[src/rtl/apb_rr_master_arbiter.sv]
// Round-robin arbiter plus APB master. One requester at a time is granted the
// shared APB bus; its command is latched at grant and driven through SETUP and
// ACCESS. A stalled slave is cut off after TIMEOUT wait cycles. The result is
// returned with a one-cycle ack pulse to the granted requester.
//
// Requester handshake: a requester raises req[i] with req_write/req_addr/
// req_wdata valid and keeps req[i] high until it sees ack[i] for one cycle;
// the command is captured at grant, so later changes on its inputs (including
// dropping req) do not affect the transfer already under way.
module apb_rr_master_arbiter #(
    parameter int NUM_REQ    = 4,
    parameter int ADDR_WIDTH = 9,
    parameter int DATA_WIDTH = 8,
    parameter int TIMEOUT    = 16
) (
    input  logic                             PCLK,
    input  logic                             PRESETn,
    input  logic [NUM_REQ-1:0]               req,
    input  logic [NUM_REQ-1:0]               req_write,
    input  logic [NUM_REQ*ADDR_WIDTH-1:0]    req_addr,
    input  logic [NUM_REQ*DATA_WIDTH-1:0]    req_wdata,
    output logic [NUM_REQ-1:0]               ack,
    output logic [DATA_WIDTH-1:0]            rsp_rdata,
    output logic                             rsp_err,
    output logic                             rsp_timeout,
    output logic [$clog2(NUM_REQ)-1:0]       gnt_id,
    output logic                             busy,
    output logic                             PSEL,
    output logic                             PENABLE,
    output logic                             PWRITE,
    output logic [ADDR_WIDTH-1:0]            PADDR,
    output logic [DATA_WIDTH-1:0]            PWDATA,
    input  logic [DATA_WIDTH-1:0]            PRDATA,
    input  logic                             PREADY,
    input  logic                             PSLVERR
);

    localparam int GW = $clog2(NUM_REQ);
    localparam int CW = $clog2(TIMEOUT + 1);

    typedef enum logic [1:0] {
        IDLE   = 2'd0,
        SETUP  = 2'd1,
        ACCESS = 2'd2,
        DONE   = 2'd3
    } state_t;

    state_t          state;
    logic [GW-1:0]   last_grant;
    logic [GW-1:0]   winner;
    logic [CW-1:0]   wait_cnt;

    // Index base+k wrapped into 0..NUM_REQ-1 (k in 1..NUM_REQ).
    function automatic logic [GW-1:0] wrap_idx(input logic [GW-1:0] base, input int k);
        int s;
        s = int'(base) + k;
        if (s >= NUM_REQ) s = s - NUM_REQ;
        return GW'(s);
    endfunction

    // Round-robin pick: scan farthest-to-nearest so the nearest set bit after last_grant wins.
    always_comb begin
        winner = last_grant;
        for (int k = NUM_REQ; k >= 1; k--) begin
            if (req[wrap_idx(last_grant, k)]) winner = wrap_idx(last_grant, k);
        end
    end

    // Main FSM: arbitration, APB phase sequencing, timeout and response capture.
    always_ff @(posedge PCLK or negedge PRESETn) begin
        if (!PRESETn) begin
            state       <= IDLE;
            last_grant  <= GW'(NUM_REQ - 1);
            wait_cnt    <= '0;
            ack         <= '0;
            rsp_rdata   <= '0;
            rsp_err     <= 1'b0;
            rsp_timeout <= 1'b0;
            gnt_id      <= '0;
            busy        <= 1'b0;
            PSEL        <= 1'b0;
            PENABLE     <= 1'b0;
            PWRITE      <= 1'b0;
            PADDR       <= '0;
            PWDATA      <= '0;
        end else begin
            case (state)
                IDLE: begin
                    if (|req) begin
                        state      <= SETUP;
                        PSEL       <= 1'b1;
                        busy       <= 1'b1;
                        PWRITE     <= req_write[winner];
                        PADDR      <= req_addr[winner*ADDR_WIDTH +: ADDR_WIDTH];
                        PWDATA     <= req_wdata[winner*DATA_WIDTH +: DATA_WIDTH];
                        gnt_id     <= winner;
                        last_grant <= winner;
                    end
                end
                SETUP: begin
                    PENABLE <= 1'b1;
                    state   <= ACCESS;
                end
                ACCESS: begin
                    if (PREADY) begin
                        rsp_rdata   <= PWRITE ? '0 : PRDATA;
                        rsp_err     <= PSLVERR;
                        rsp_timeout <= 1'b0;
                        state       <= DONE;
                        PSEL        <= 1'b0;
                        PENABLE     <= 1'b0;
                        ack         <= NUM_REQ'(1) << gnt_id;
                        wait_cnt    <= '0;
                    end else if (wait_cnt == CW'(TIMEOUT - 1)) begin
                        rsp_rdata   <= '0;
                        rsp_err     <= 1'b1;
                        rsp_timeout <= 1'b1;
                        state       <= DONE;
                        PSEL        <= 1'b0;
                        PENABLE     <= 1'b0;
                        ack         <= NUM_REQ'(1) << gnt_id;
                        wait_cnt    <= '0;
                    end else begin
                        wait_cnt <= wait_cnt + CW'(1);
                    end
                end
                DONE: begin
                    ack   <= '0;
                    busy  <= 1'b0;
                    state <= IDLE;
                end
                default: state <= IDLE;
            endcase
        end
    end

endmodule

[config.mk]
export PLATFORM = sky130hd
export DESIGN_NAME = apb_rr_master_arbiter
export DESIGN_NICKNAME = d
export VERILOG_FILES = /design/src/rtl/apb_rr_master_arbiter.sv
export SDC_FILE = /design/constraint.sdc
export NUM_CORES = 1
export LEC_CHECK = 0
export ABC_AREA = 1
export ABC_CLOCK_PERIOD_IN_PS = 1900
export CORE_MARGIN = 2
export CORE_UTILIZATION = 44
export DETAILED_ROUTE_END_ITERATION = 10
export PLACE_DENSITY = 0.82
export SETUP_SLACK_MARGIN = 0.02
export SLEW_MARGIN = 10
export SYNTH_ARGS = -nofsm -noshare
export SYNTH_HDL_FRONTEND = slang
export SYNTH_SLANG_ARGS = --single-unit
[constraint.sdc]
create_clock -name PCLK -period 1.9 [get_ports PCLK]
set_input_delay 0.285 -clock PCLK [delete_from_list [all_inputs] [get_ports PCLK]]
set_output_delay 0.285 -clock PCLK [all_outputs]
set_load 0.02 [all_outputs]
# Word-level counts from Yosys, hierarchy flattened
# Index checks and enable logic that the tools add are counted.
[word_totals]
input_bits = 88
elab_cells = 95
reg_bits = 46
output_inout_bits = 37
[classes]
add_sub_neg = 9
muxes = 39
n_eq_ne = 6
n_reduce_logical = 14
shifts = 3
n_lt_le_gt_ge = 9
multipliers = 1
[ops]
columns = ["operator", "n"]
rows = [
  ["indexed part select 36 x 7 -> 9 bit", 1],
  ["indexed part select 32 x 6 -> 8 bit", 1],
  ["2-to-1 mux 8 bit", 3],
  ["2-to-1 mux 2 bit", 11],
  ["< comparator 2 x 3 -> 1 bit (second input constant)", 5],
  ["AND reduction 2 bit", 6],
  ["2-to-1 mux 1 bit", 11],
  ["binary-select mux 1 bit (select 2 bit)", 5],
  ["2-to-1 mux 5 bit", 2],
  ["nonzero test 2 bit", 5],
  [">= comparator 3 bit (second input constant)", 3],
  ["2-to-1 mux 4 bit", 2],
  ["case mux 2 bit (4 select lines)", 1],
  ["case mux 4 bit (2 select lines)", 1],
  ["subtractor 2 x 1 -> 2 bit (second input constant)", 4],
  ["adder 2 x 2 -> 3 bit (second input constant)", 2],
  ["multiplier 2 x 4 -> 6 bit (second input constant)", 1],
  ["case mux 1 bit (2 select lines)", 3],
  ["adder 5 x 1 -> 5 bit (second input constant)", 1],
  ["equality test 5 x 4 -> 1 bit (second input constant)", 1],
  ["adder 2 x 3 -> 4 bit (second input constant)", 1],
  ["equality test 2 bit (second input constant)", 2],
  [">= comparator 4 x 3 -> 1 bit (second input constant)", 1],
  ["OR reduction 4 bit", 1],
  ["other kinds (7)", 7],
]

# Longest topological paths before layout
# Gate-level depths: netlist (run 1).
[depth]
depth_word = 11
ltp_mapped = 17

# Least setup slack after synthesis (run 1)
# OpenSTA, ideal clock, no wires.
[synth_path]
kind = "register -> register"
start = "reg last_grant[0]"
end = "reg PADDR[0]"
path_stages_with_launch = 18
path_slack_ns = 0.139
path_buffers = 2
arrival_time_ns = 1.645
cell_sequence = "dfstp_2 > buf_6 > inv_8 > nand2_1 > nand2_1 > nand2_1 > nand2_1 > inv_2 > nand2_2 > nand2_2 > nand2_4 > nand2_8 > buf_4 > nand2_1 > nand3_1 > nand2_1 > nand2_1 > nand2_1"
[synth_via]
elab_chain_cells = 11
elab_cells_between_ends = 30
cone_classes = "add/sub: 8; mul: 1; order compare: 4; shift: 1; mux: 16"
[synth_lines]
columns = ["item", "line_no", "rtl"]
rows = [
  ["start, declared", "49", "logic [GW-1:0] last_grant;"],
  ["start signal, assigned", "73", "last_grant <= GW'(NUM_REQ - 1);"],
  ["start signal, assigned", "97", "last_grant <= winner;"],
  ["adder 2 x 3 -> 4 bit", "56", "s = int'(base) + k;"],
  [">= comparator 4 x 3 -> 1 bit or subtractor 2 x 1 -> 2 bit (tied branches)", "57", "if (s >= NUM_REQ) s = s - NUM_REQ;"],
  ["2-to-1 mux 2 bit", "57", ""],
  ["binary-select mux 1 bit (select 2 bit)", "65", "if (req[wrap_idx(last_grant, k)]) winner = wrap_idx(last_grant, k);"],
  ["2-to-1 mux 1 bit (implied by the code)", "65", ""],
  ["2-to-1 mux 2 bit (3 in a row)", "65", ""],
  ["2-to-1 mux 2 bit *", "65", ""],
  ["multiplier 2 x 4 -> 6 bit *", "94", "PADDR <= req_addr[winner*ADDR_WIDTH +: ADDR_WIDTH];"],
  ["indexed part select 36 x 7 -> 9 bit *", "94", ""],
  ["end signal, assigned", "94", ""],
  ["end, declared", "31", "output logic [ADDR_WIDTH-1:0] PADDR,"],
]
# Every way passes the cells marked *; elsewhere a longest branch is shown, timed or not. The select of a mux whose other input is x is not followed.
# A chain may end at the register's enable or synchronous reset.

# Worst setup path in the final report (run 1)
[layout_path]
start = "reg last_grant[0]"
end = "reg PADDR[4]"
# Same word-level chain as after synthesis.

==> run summary, run 1 <==
crit path kind -> register to register
reg-to-reg endpoint -> PADDR[4]
#FFs+latches synth -> 46
fin crit share -> 1.09
crit-path max cell delay -> 0.67 ns
Critical Path Sink Type -> register
fmax -> 0.484 GHz
Die Wd -> 86.9 um
total power draw -> 11.3 mW
CP startpoint kind -> register
Worst R2R Path Depth -> 15
row count -> 30
slew margin rel. -> 0.666
CTS tree -> done
nets -> 714
Synth Net Count -> 550
Mapped Area -> 3030 um^2
WL/cell -> 15.8 um
Final Cell Area -> 5310 um^2
first-pass GRT wire length -> 15200 um
number of detailed-route iterations in the first pass -> 5
htree depth -> 2
slowest CP cell -> dfstp_2
Final TNS setup -> -1.67 ns
DP Area -> 4470 um^2
dpl ws -> -0.139 ns
Worst Path Arrival -> 2.27 ns
fin worst setup slack -> -0.168 ns
vias in the first global route -> 3432
worst path cell trace -> inv_8, nand2_2, nand2_2, nand2_2, nand2_2, nand2_4, nand3_4, buf_12, buf_12, nand2_8, nand2_1, nand3_1, nand2_1, nand2_1, nand2_1
sequential area share after synthesis -> 0.381
status -> complete, but fails checks
largest net degree at the start of global routing -> 24
share of layout cells above drive strength 1 -> 0.217
R2R Setup Slk -> -0.17 ns
Synth Warn # -> 0
Avg Inst Size Synth -> 6.62 um^2
Worst Skew -> 0.00768 ns
Pleak -> 2.83 nW
ys async rst share -> 1.00
main flop type after synthesis -> dfrtp_1
GP Congestion -> 0.869
Die Area -> 7560 um^2
Netlist cell types -> 30
Cell Pwr Density -> 2120 nW/um^2
worst hold path type -> primary input to async pin
initial antenna violation count -> 0
Fin. Hold Viols -> 0
clock insertion delay at the later pin of the skew report -> 0.30 ns
WL final -> 11100 um
required time worst endpoint -> 2.11 ns
drt drc -> 0
min cycle time layout -> 2.07 ns
final setup violation count -> 19
initial DRC count -> 187
Final Max Slew Viols -> 0
VDD IR max -> 1030 uV
ant diodes -> 0
chip height -> 86.9 um
placed cell count -> 667
CTS sink count -> 46
Critical Path Fanout Max -> 8
DP HPWL -> 6680 um
max cap viols -> 0
Area Growth Syn to Fin -> 75.6%
Final Non-Filler Cells -> 702
core region area -> 6720 um^2
gr usage total -> 0.252
root buffer cell -> clkbuf_8
ANT nets after route -> 0
Port Buf Inserts -> 124
Initial Util -> 0.450
CTS max path bufs -> 2
unrepaired setup endpoints after global routing -> yes
via count -> 3688
# IOs -> 125
reg2reg start -> last_grant[0]
Post-Synthesis Cells -> 457
EDFF count, synth -> 0
violated checks -> setup timing
worst-margin pin slew -> 0.501 ns
Vias/cell -> 5.25
clock-pin slew of the registers on the worst-case setup and hold paths -> 0.09 ns
TritonCTS Buffers -> 5
grt ovf -> 0
-- sequential cells by signal, summed over array words and instances (netlist names) --
| signal | cells |
|---|---|
| ack | 4 |
| PENABLE | 1 |
| PWDATA | 8 |
| busy | 1 |
| PADDR | 9 |
| rsp_rdata | 8 |
| wait_cnt | 5 |
| rsp_timeout | 1 |
| last_grant | 2 |
| rsp_err | 1 |
| PSEL | 1 |
| state | 2 |
| gnt_id | 2 |
| PWRITE | 1 |
-- worst max-delay path: cells and delay by family, from the launching register on --
family                 cells  cell delay, ns
buffers and inverters      3            0.39
DFF                        1            0.67
and+or+nand+nor           12            0.87
-- cells by family after synthesis --
logic type,Yosys count,synth area share
xor+xnor,1,0.00290
fa+ha+maj,5,0.0207
buf+inv,115,0.163
simple gates,266,0.388
compound gates,24,0.0447
flops,46,0.381
-- stage by stage --
step | util | hold WS (ns)
global route | 0.791 | 0.519
global placement | 0.665 | 0.279
floorplan | - | -0.0106
CTS | 0.726 | 0.488
detailed placement | 0.665 | 0.286
finish | 0.791 | 0.472
-- layout make-up --
class,count,area [um^2]
inverters,98,380
multi-input cells,302,1760
repair buffers,168,1830
fillers,441,1410
clock buffers,5,68.8
well taps,80,100
flip-flops and latches,46,1150
clock inverters,3,21.3
-- Yosys cell counts (5+ instances only) --
library cell	n	area [um^2]
nand3_1	85	425
dfrtp_1	44	1100
nand2_1	158	593
buf_2	7	35.0
nor2_1	8	30.0
o21ai_0	13	65.1
inv_1	92	345
nand2_2	7	43.8
ha_1	5	62.6
-- power by group --
| group | internal [mW] | switching (mW) | leakage (nW) |
|---|---|---|---|
| Combinational | 3.96 | 4.92 | 2.21 |
| Clock | 0.259 | 0.360 | 0.0441 |
| Sequential | 1.46 | 0.325 | 0.575 |
| Total | 5.68 | 5.60 | 2.83 |
-- metal layers --
layer  GRT usage  share of wire  up-vias
li1            -              -     1736
met1       0.302           0.39     1719
met2       0.455           0.50      194
met3      0.0427          0.068       39
met4      0.0852          0.036        0
met5           0              0        -
-- placed cells by master (no fill, tap or decap), drive strengths merged, types with 2 or more instances in the layout --
master,Yosys,routed
nand2,167,173
dfrtp,44,44
nand3,86,86
nor2,9,9
nand4,4,4
clkinv,2,4
a21oi,4,4
dfstp,2,2
buf,15,41
ha,5,5
inv,96,96
o21ai,14,14
clkdlybuf4s50,0,123
clkbuf,2,8
-- how the worst max path moves through the flow --
stage                             start  cells past startpoint         to
after floorplan           last_grant[0]                     17   PADDR[0]
after global placement           req[1]                     15   PADDR[3]
after detailed placement         req[3]                     15  PWDATA[5]
after CTS                 last_grant[0]                     14  PWDATA[5]
after global routing      last_grant[0]                     15  PWDATA[3]
final                     last_grant[0]                     15   PADDR[4]
-- timing repair --
item / CTS / global route
gates cloned: 6 / 7
pin swaps: 1 / 19
resized for setup: 27 / 63
hold buffers: 1 / 0
setup endpoints to repair: 18 / 25
endpoints found under the hold margin: 21 / 0
buffers inserted: 9 / 4
No activity file was read; power rests on OpenSTA's default activity.
==> run 2: changes to the inputs <==
--- a/config.mk
+++ b/config.mk
@@ -12,6 +12,7 @@
 export DETAILED_ROUTE_END_ITERATION = 10
 export PLACE_DENSITY = 0.82
 export SETUP_SLACK_MARGIN = 0.02
+export SKIP_LAST_GASP = 1
 export SLEW_MARGIN = 10
 export SYNTH_ARGS = -nofsm -noshare
 export SYNTH_HDL_FRONTEND = slang
==> run 2 against run 1 <==
  * The run still ends with setup timing left
  * Clock skew fell by 0.0019 ns
  * Setup slack improved by 0.097 ns
  * Maximum frequency up 4.9%
  * Combinational power is 16% lower
  * Critical endpoint is now PADDR[2]
==> run summary, run 2 (synthesis results as in run 1) <==
clock network power share -> 0.062 (was 0.055)
first-pass GRT wire length -> 15100 um (was 15200 um)
max reg flops -> 9 (unchanged)
row count -> 30 (unchanged)
ant diodes -> 0 (unchanged)
Port Buf Inserts -> 124 (unchanged)
ANT nets after route -> 0 (unchanged)
CTS tree -> done (unchanged)
Final Non-Filler Cells -> 694 (was 702)
Internal -> 5.06 mW (was 5.68 mW)
slowest CP cell -> dfstp_2 (unchanged)
total power draw -> 9.82 mW (was 11.3 mW)
required time worst endpoint -> 2.10 ns (was 2.11 ns)
Area Growth Syn to Fin -> 64.4% (was 75.6%)
htree depth -> 2 (unchanged)
clock-pin slew of the registers on the worst-case setup and hold paths -> 0.09 ns (about the same)
via count -> 3526 (was 3688)
Fin. Hold Viols -> 0 (unchanged)
Worst Skew -> 0.00580 ns (was 0.00768 ns)
Cell Pwr Density -> 1970 nW/um^2 (was 2120 nW/um^2)
WL final -> 9620 um (was 11100 um)
most frequent cells in the layout -> nand2_1, clkdlybuf4s50_1, inv_1 (unchanged)
nets -> 706 (was 714)
Die Area -> 7560 um^2 (unchanged)
Bufs and invs on worst path -> 3 (unchanged)
slew margin rel. -> 0.664 (was 0.666)
gr usage total -> 0.250 (was 0.252)
Final Max Slew Viols -> 0 (unchanged)
Initial Util -> 0.450 (unchanged)
chip height -> 86.9 um (unchanged)
commonest non-fill, non-tap cell in the layout -> nand2_1 (unchanged)
dpl ws -> -0.139 ns (unchanged)
placed cell count -> 667 (unchanged)
Sw Share -> 0.485 (was 0.497)
Critical Path Sink Type -> register (unchanged)
worst path cell trace -> inv_8, nand2_2, nand2_2, nand2_2, nand2_2, nand2_4, nand2_4, nand2_8, buf_6, buf_16, nand3_1, nand3_1, nand2_1, nand2_1, nand2_1 (was inv_8, nand2_2, nand2_2, nand2_2, nand2_2, nand2_4, nand3_4, buf_12, buf_12, nand2_8, nand2_1, nand3_1, nand2_1, nand2_1, nand2_1)
CP startpoint kind -> register (unchanged)
worst hold path type -> primary input to async pin (unchanged)
root buffer cell -> clkbuf_8 (unchanged)
# IOs -> 125 (unchanged)
grt ovf -> 0 (unchanged)
worst-margin pin slew -> 0.504 ns (was 0.501 ns)
min cycle time layout -> 1.97 ns (was 2.07 ns)
Pleak -> 2.68 nW (was 2.83 nW)
max cap viols -> 0 (unchanged)
Combinational Power Share -> 0.757 (was 0.787)
routing usage on met1 -> 0.304 (was 0.302)
GR peak layer -> met2 (unchanged)
drt drc -> 0 (unchanged)
Final TNS setup -> -0.665 ns (was -1.67 ns)
initial antenna violation count -> 0 (unchanged)
Largest Register -> PADDR (unchanged)
fin crit share -> 1.04 (was 1.09)
GP Congestion -> 0.869 (unchanged)
cell family with most CP delay -> simple AND/OR/NAND/NOR gates (unchanged)
unrepaired setup endpoints after global routing -> yes (unchanged)
CTS sink count -> 46 (unchanged)
Die Wd -> 86.9 um (unchanged)
fin worst setup slack -> -0.0710 ns (was -0.168 ns)
Worst Path Arrival -> 2.18 ns (was 2.27 ns)
Critical Path Fanout Max -> 8 (unchanged)
crit path kind -> register to register (unchanged)
clock insertion delay at the later pin of the skew report -> 0.30 ns (about the same)
final setup violation count -> 17 (was 19)
Most common cell on crit path -> nand2_2
Vias/cell -> 5.08 (was 5.25)
sequential power share -> 0.180 (was 0.158)
fmax -> 0.507 GHz (was 0.484 GHz)
status -> complete, but fails checks (unchanged)
CTS max path bufs -> 2 (unchanged)
WL/cell -> 13.9 um (was 15.8 um)
VDD IR max -> 1160 uV (was 1030 uV)
largest registers -> PADDR x9, PWDATA x8, rsp_rdata x8 (unchanged)
share of layout cells above drive strength 1 -> 0.148 (was 0.217)
core region area -> 6720 um^2 (unchanged)
largest net degree at the start of global routing -> 24 (unchanged)
met3 GRT Util -> 0.0389 (was 0.0427)
DP HPWL -> 6680 um (unchanged)
TritonCTS Buffers -> 5 (unchanged)
grt met2 use -> 0.446 (was 0.455)
crit-path max cell delay -> 0.67 ns (about the same)
# fillers -> 511 (was 441)
sw power -> 4.76 mW (was 5.60 mW)
number of detailed-route iterations in the first pass -> 4 (was 5)
initial DRC count -> 164 (was 187)
vias in the first global route -> 3449 (was 3432)
violated checks -> setup timing (unchanged)
run 2: repair_timing:
action                                  4_1_cts  5_1_grt
gates resized for setup                      19       29
hold buffers                                  1        0
cloned                                        6        2
endpoints found under the setup margin       18       24
pin swaps                                     0       20
buffers inserted                              9        4
endpoints found under the hold margin        21        0
run 2: final timing paths:
kind                               start             to  slack, ns  depth (start not counted)
max                        last_grant[0]       PADDR[2]      -0.07                         15
min                              PRESETn         PWRITE       0.48                          2
max reg2reg                last_grant[0]       PADDR[2]      -0.07                         15
min reg2reg                    PWDATA[7]      PWDATA[7]       0.48                          2
max in group asynchronous        PRESETn  last_grant[0]       0.79                          3
min in group PCLK              PWDATA[7]      PWDATA[7]       0.48                          2
run 2: power by group through the flow:
stage | combinational (mW) | sequential, mW | clock (mW)
after CTS | 6.93 | 1.77 | 0.617
after floorplan | 3.36 | 2.15 | 0
after detailed placement | 5.76 | 1.78 | 0
after global routing | 8.08 | 1.82 | 0.643
after global placement | 5.65 | 1.76 | 0
final | 7.44 | 1.77 | 0.612
run 2: cell type report:
type	instances	area (um^2)	area share
Timing Repair Buffer	163	1710	0.343
Sequential cell	46	1150	0.232
Multi-Input combinational cell	299	1540	0.310
Clock inverter	3	21.3	0.00428
Inverter	98	380	0.0765
Clock buffer	5	68.8	0.0138
Tap cell	80	100	0.0201
run 2: layer usage:
layer,up-vias,wire length (um)
met1,1638,3950
li1,1715,-
met3,24,544
met2,149,4880
met5,-,0
met4,0,248
run 2: metrics by stage:
step / utilization / instance area (um^2) / hold slack, ns
final: 0.740 / 4970 / 0.478
after global routing: 0.740 / 4970 / 0.519
after CTS: 0.723 / 4850 / 0.488
after detailed placement: 0.665 / 4470 / 0.286
after global placement: 0.665 / 4470 / 0.279
after floorplan: - / 3030 / -0.0106
==> run 3: changes to the inputs <==
--- a/config.mk
+++ b/config.mk
@@ -12,6 +12,7 @@
 export DETAILED_ROUTE_END_ITERATION = 10
 export PLACE_DENSITY = 0.82
 export SETUP_SLACK_MARGIN = 0.02
+export SKIP_CTS_REPAIR_TIMING = 1
 export SKIP_LAST_GASP = 1
 export SLEW_MARGIN = 10
 export SYNTH_ARGS = -nofsm -noshare
==> run 3 against run 2 <==
  * The run still ends with setup timing left
  * Power increased by 2.6%
  * Register-to-register slack got worse by 0.07 ns
  * Global-route usage decreased by 2.9 points
  * Flip-flop and latch count unchanged
  * Sequential share of layout area decreased by 0.20 points
  * Wire length increased by 6.5%
  * Sequential power about the same
  * Cell area increased by 0.88%
  * Setup slack got worse by 0.071 ns
  * Utilization increased by 0.65 points
  * Count of clock-buffer cells in the layout unchanged
==> run summary, run 3 (synthesis results as in run 1) <==
share of layout cells above drive strength 1 -> 0.148 (about the same)
Area Growth Syn to Fin -> 65.8% (was 64.4%)
Final Max Slew Viols -> 0 (unchanged)
fin crit share -> 1.07 (was 1.04)
fmax -> 0.490 GHz (was 0.507 GHz)
crit-path max cell delay -> 0.68 ns (was 0.67 ns)
Fin. Hold Viols -> 0 (unchanged)
vias in the first global route -> 3159 (was 3449)
ant diodes -> 0 (unchanged)
root buffer cell -> clkbuf_8 (unchanged)
DP HPWL -> 6680 um (unchanged)
WHS -> 0.472 ns (was 0.478 ns)
Vias/cell -> 5.20 (was 5.08)
gr usage total -> 0.221 (was 0.250)
violated checks -> setup timing (unchanged)
largest registers -> PADDR x9, PWDATA x8, rsp_rdata x8 (unchanged)
clock insertion delay at the later pin of the skew report -> 0.31 ns (was 0.30 ns)
Critical Path Fanout Max -> 8 (unchanged)
chip height -> 86.9 um (unchanged)
# fillers -> 499 (was 511)
Final TNS setup -> -1.20 ns (was -0.665 ns)
clock-pin slew of the registers on the worst-case setup and hold paths -> 0.09 ns (about the same)
Die Wd -> 86.9 um (unchanged)
# IOs -> 125 (unchanged)
nets -> 708 (was 706)
final setup violation count -> 18 (was 17)
Pleak -> 2.70 nW (was 2.68 nW)
Initial Util -> 0.450 (unchanged)
required time worst endpoint -> 2.09 ns (was 2.10 ns)
VDD IR max -> 1060 uV (was 1160 uV)
Final Non-Filler Cells -> 696 (was 694)
WL/cell -> 14.7 um (was 13.9 um)
crit path kind -> register to register (unchanged)
Die Area -> 7560 um^2 (unchanged)
met3 GRT Util -> 0.0341 (was 0.0389)
Worst Path Arrival -> 2.24 ns (was 2.18 ns)
TritonCTS Buffers -> 5 (unchanged)
worst hold path type -> primary input to async pin (unchanged)
CTS tree -> done (unchanged)
slowest CP cell -> dfstp_2 (unchanged)
GP Congestion -> 0.869 (unchanged)
slew margin rel. -> 0.664 (about the same)
Critical Path Sink Type -> register (unchanged)
first-pass GRT wire length -> 13500 um (was 15100 um)
placed cell count -> 667 (unchanged)
min cycle time layout -> 2.04 ns (was 1.97 ns)
row count -> 30 (unchanged)
initial antenna violation count -> 0 (unchanged)
htree depth -> 2 (unchanged)
status -> complete, but fails checks (unchanged)
R2R Setup Slk -> -0.14 ns (was -0.07 ns)
grt ovf -> 0 (unchanged)
Port Buf Inserts -> 124 (unchanged)
worst-margin pin slew -> 0.503 ns (was 0.504 ns)
CTS sink count -> 46 (unchanged)
max reg flops -> 9 (unchanged)
drt drc -> 0 (unchanged)
ANT nets after route -> 0 (unchanged)
Worst Skew -> 0.00595 ns (was 0.00580 ns)
Cell Pwr Density -> 2010 nW/um^2 (was 1970 nW/um^2)
number of detailed-route iterations in the first pass -> 5 (was 4)
Largest Register -> PADDR (unchanged)
via count -> 3622 (was 3526)
routing usage on met1 -> 0.284 (was 0.304)
largest net degree at the start of global routing -> 38 (was 24)
WL final -> 10200 um (was 9620 um)
CTS max path bufs -> 2 (unchanged)
fin worst setup slack -> -0.142 ns (was -0.0710 ns)
initial DRC count -> 247 (was 164)
core region area -> 6720 um^2 (unchanged)
worst path cell trace -> inv_8, nand2_2, nand2_1, nand2_1, nand2_1, inv_2, nand2_4, nand3_4, clkbuf_16, buf_8, nand3_2, nand3_2, nand2_1, nand2_1, nand2_1 (was inv_8, nand2_2, nand2_2, nand2_2, nand2_2, nand2_4, nand2_4, nand2_8, buf_6, buf_16, nand3_1, nand3_1, nand2_1, nand2_1, nand2_1)
max cap viols -> 0 (unchanged)
Most common cell on crit path -> nand2_1 (was nand2_2)
most frequent cells in the layout -> nand2_1, clkdlybuf4s50_1, inv_1 (unchanged)
grt met2 use -> 0.385 (was 0.446)
GR peak layer -> met2 (unchanged)
unrepaired setup endpoints after global routing -> yes (unchanged)
CP startpoint kind -> register (unchanged)
commonest non-fill, non-tap cell in the layout -> nand2_1 (unchanged)
-- run 3: final timing paths --
check,start,to,cells after the start
worst max-delay path,last_grant[0],PWDATA[0],15
worst min-delay path,PRESETn,rsp_err,2
worst max register to register,last_grant[0],PWDATA[0],15
worst min register to register,rsp_rdata[0],rsp_rdata[0],2
max in group asynchronous,PRESETn,last_grant[0],3
min in group PCLK,rsp_rdata[0],rsp_rdata[0],2
-- run 3: final cells by class --
class / count / area (um^2) / area share
timing repair buffer: 163 / 1730 / 0.344
multi-input combinational: 301 / 1570 / 0.313
sequential: 46 / 1150 / 0.230
inverter: 98 / 375 / 0.0748
tap: 80 / 100 / 0.0200
clock buffer: 5 / 68.8 / 0.0137
clock inverter: 3 / 21.3 / 0.00424
-- run 3: per-layer routing --
metal	up-vias	share of wire	wire [um]
met3	38	0.078	799
met2	210	0.49	5060
met4	0	0.033	343
met1	1649	0.39	4040
met5	-	0	0
li1	1725	-	-
-- run 3: through the flow --
stage               setup slack, ns  total power, mW  cell area [um^2]   util
detailed placement           -0.139             7.55              4470  0.665
global placement            -0.0958             7.42              4470  0.665
finish                       -0.142             10.1              5020  0.747
floorplan                     0.139             5.51              3030      -
CTS                         -0.0463             8.18              4560  0.678
global route                 -0.249             10.7              5020  0.747
-- run 3: where the power goes --
| group | switching [mW] | total (mW) | internal [mW] |
|---|---|---|---|
| Clock | 0.360 | 0.619 | 0.259 |
| Sequential | 0.319 | 1.77 | 1.46 |
| Combinational | 4.30 | 7.68 | 3.38 |
| Total | 4.98 | 10.1 | 5.09 |
-- run 3: worst max-delay path: cells and delay by family, from the launching register on --
family,cells,cell delay [ns]
buffers and inverters,4,0.46
flip-flops,1,0.68
AND/OR/NAND/NOR,11,0.78
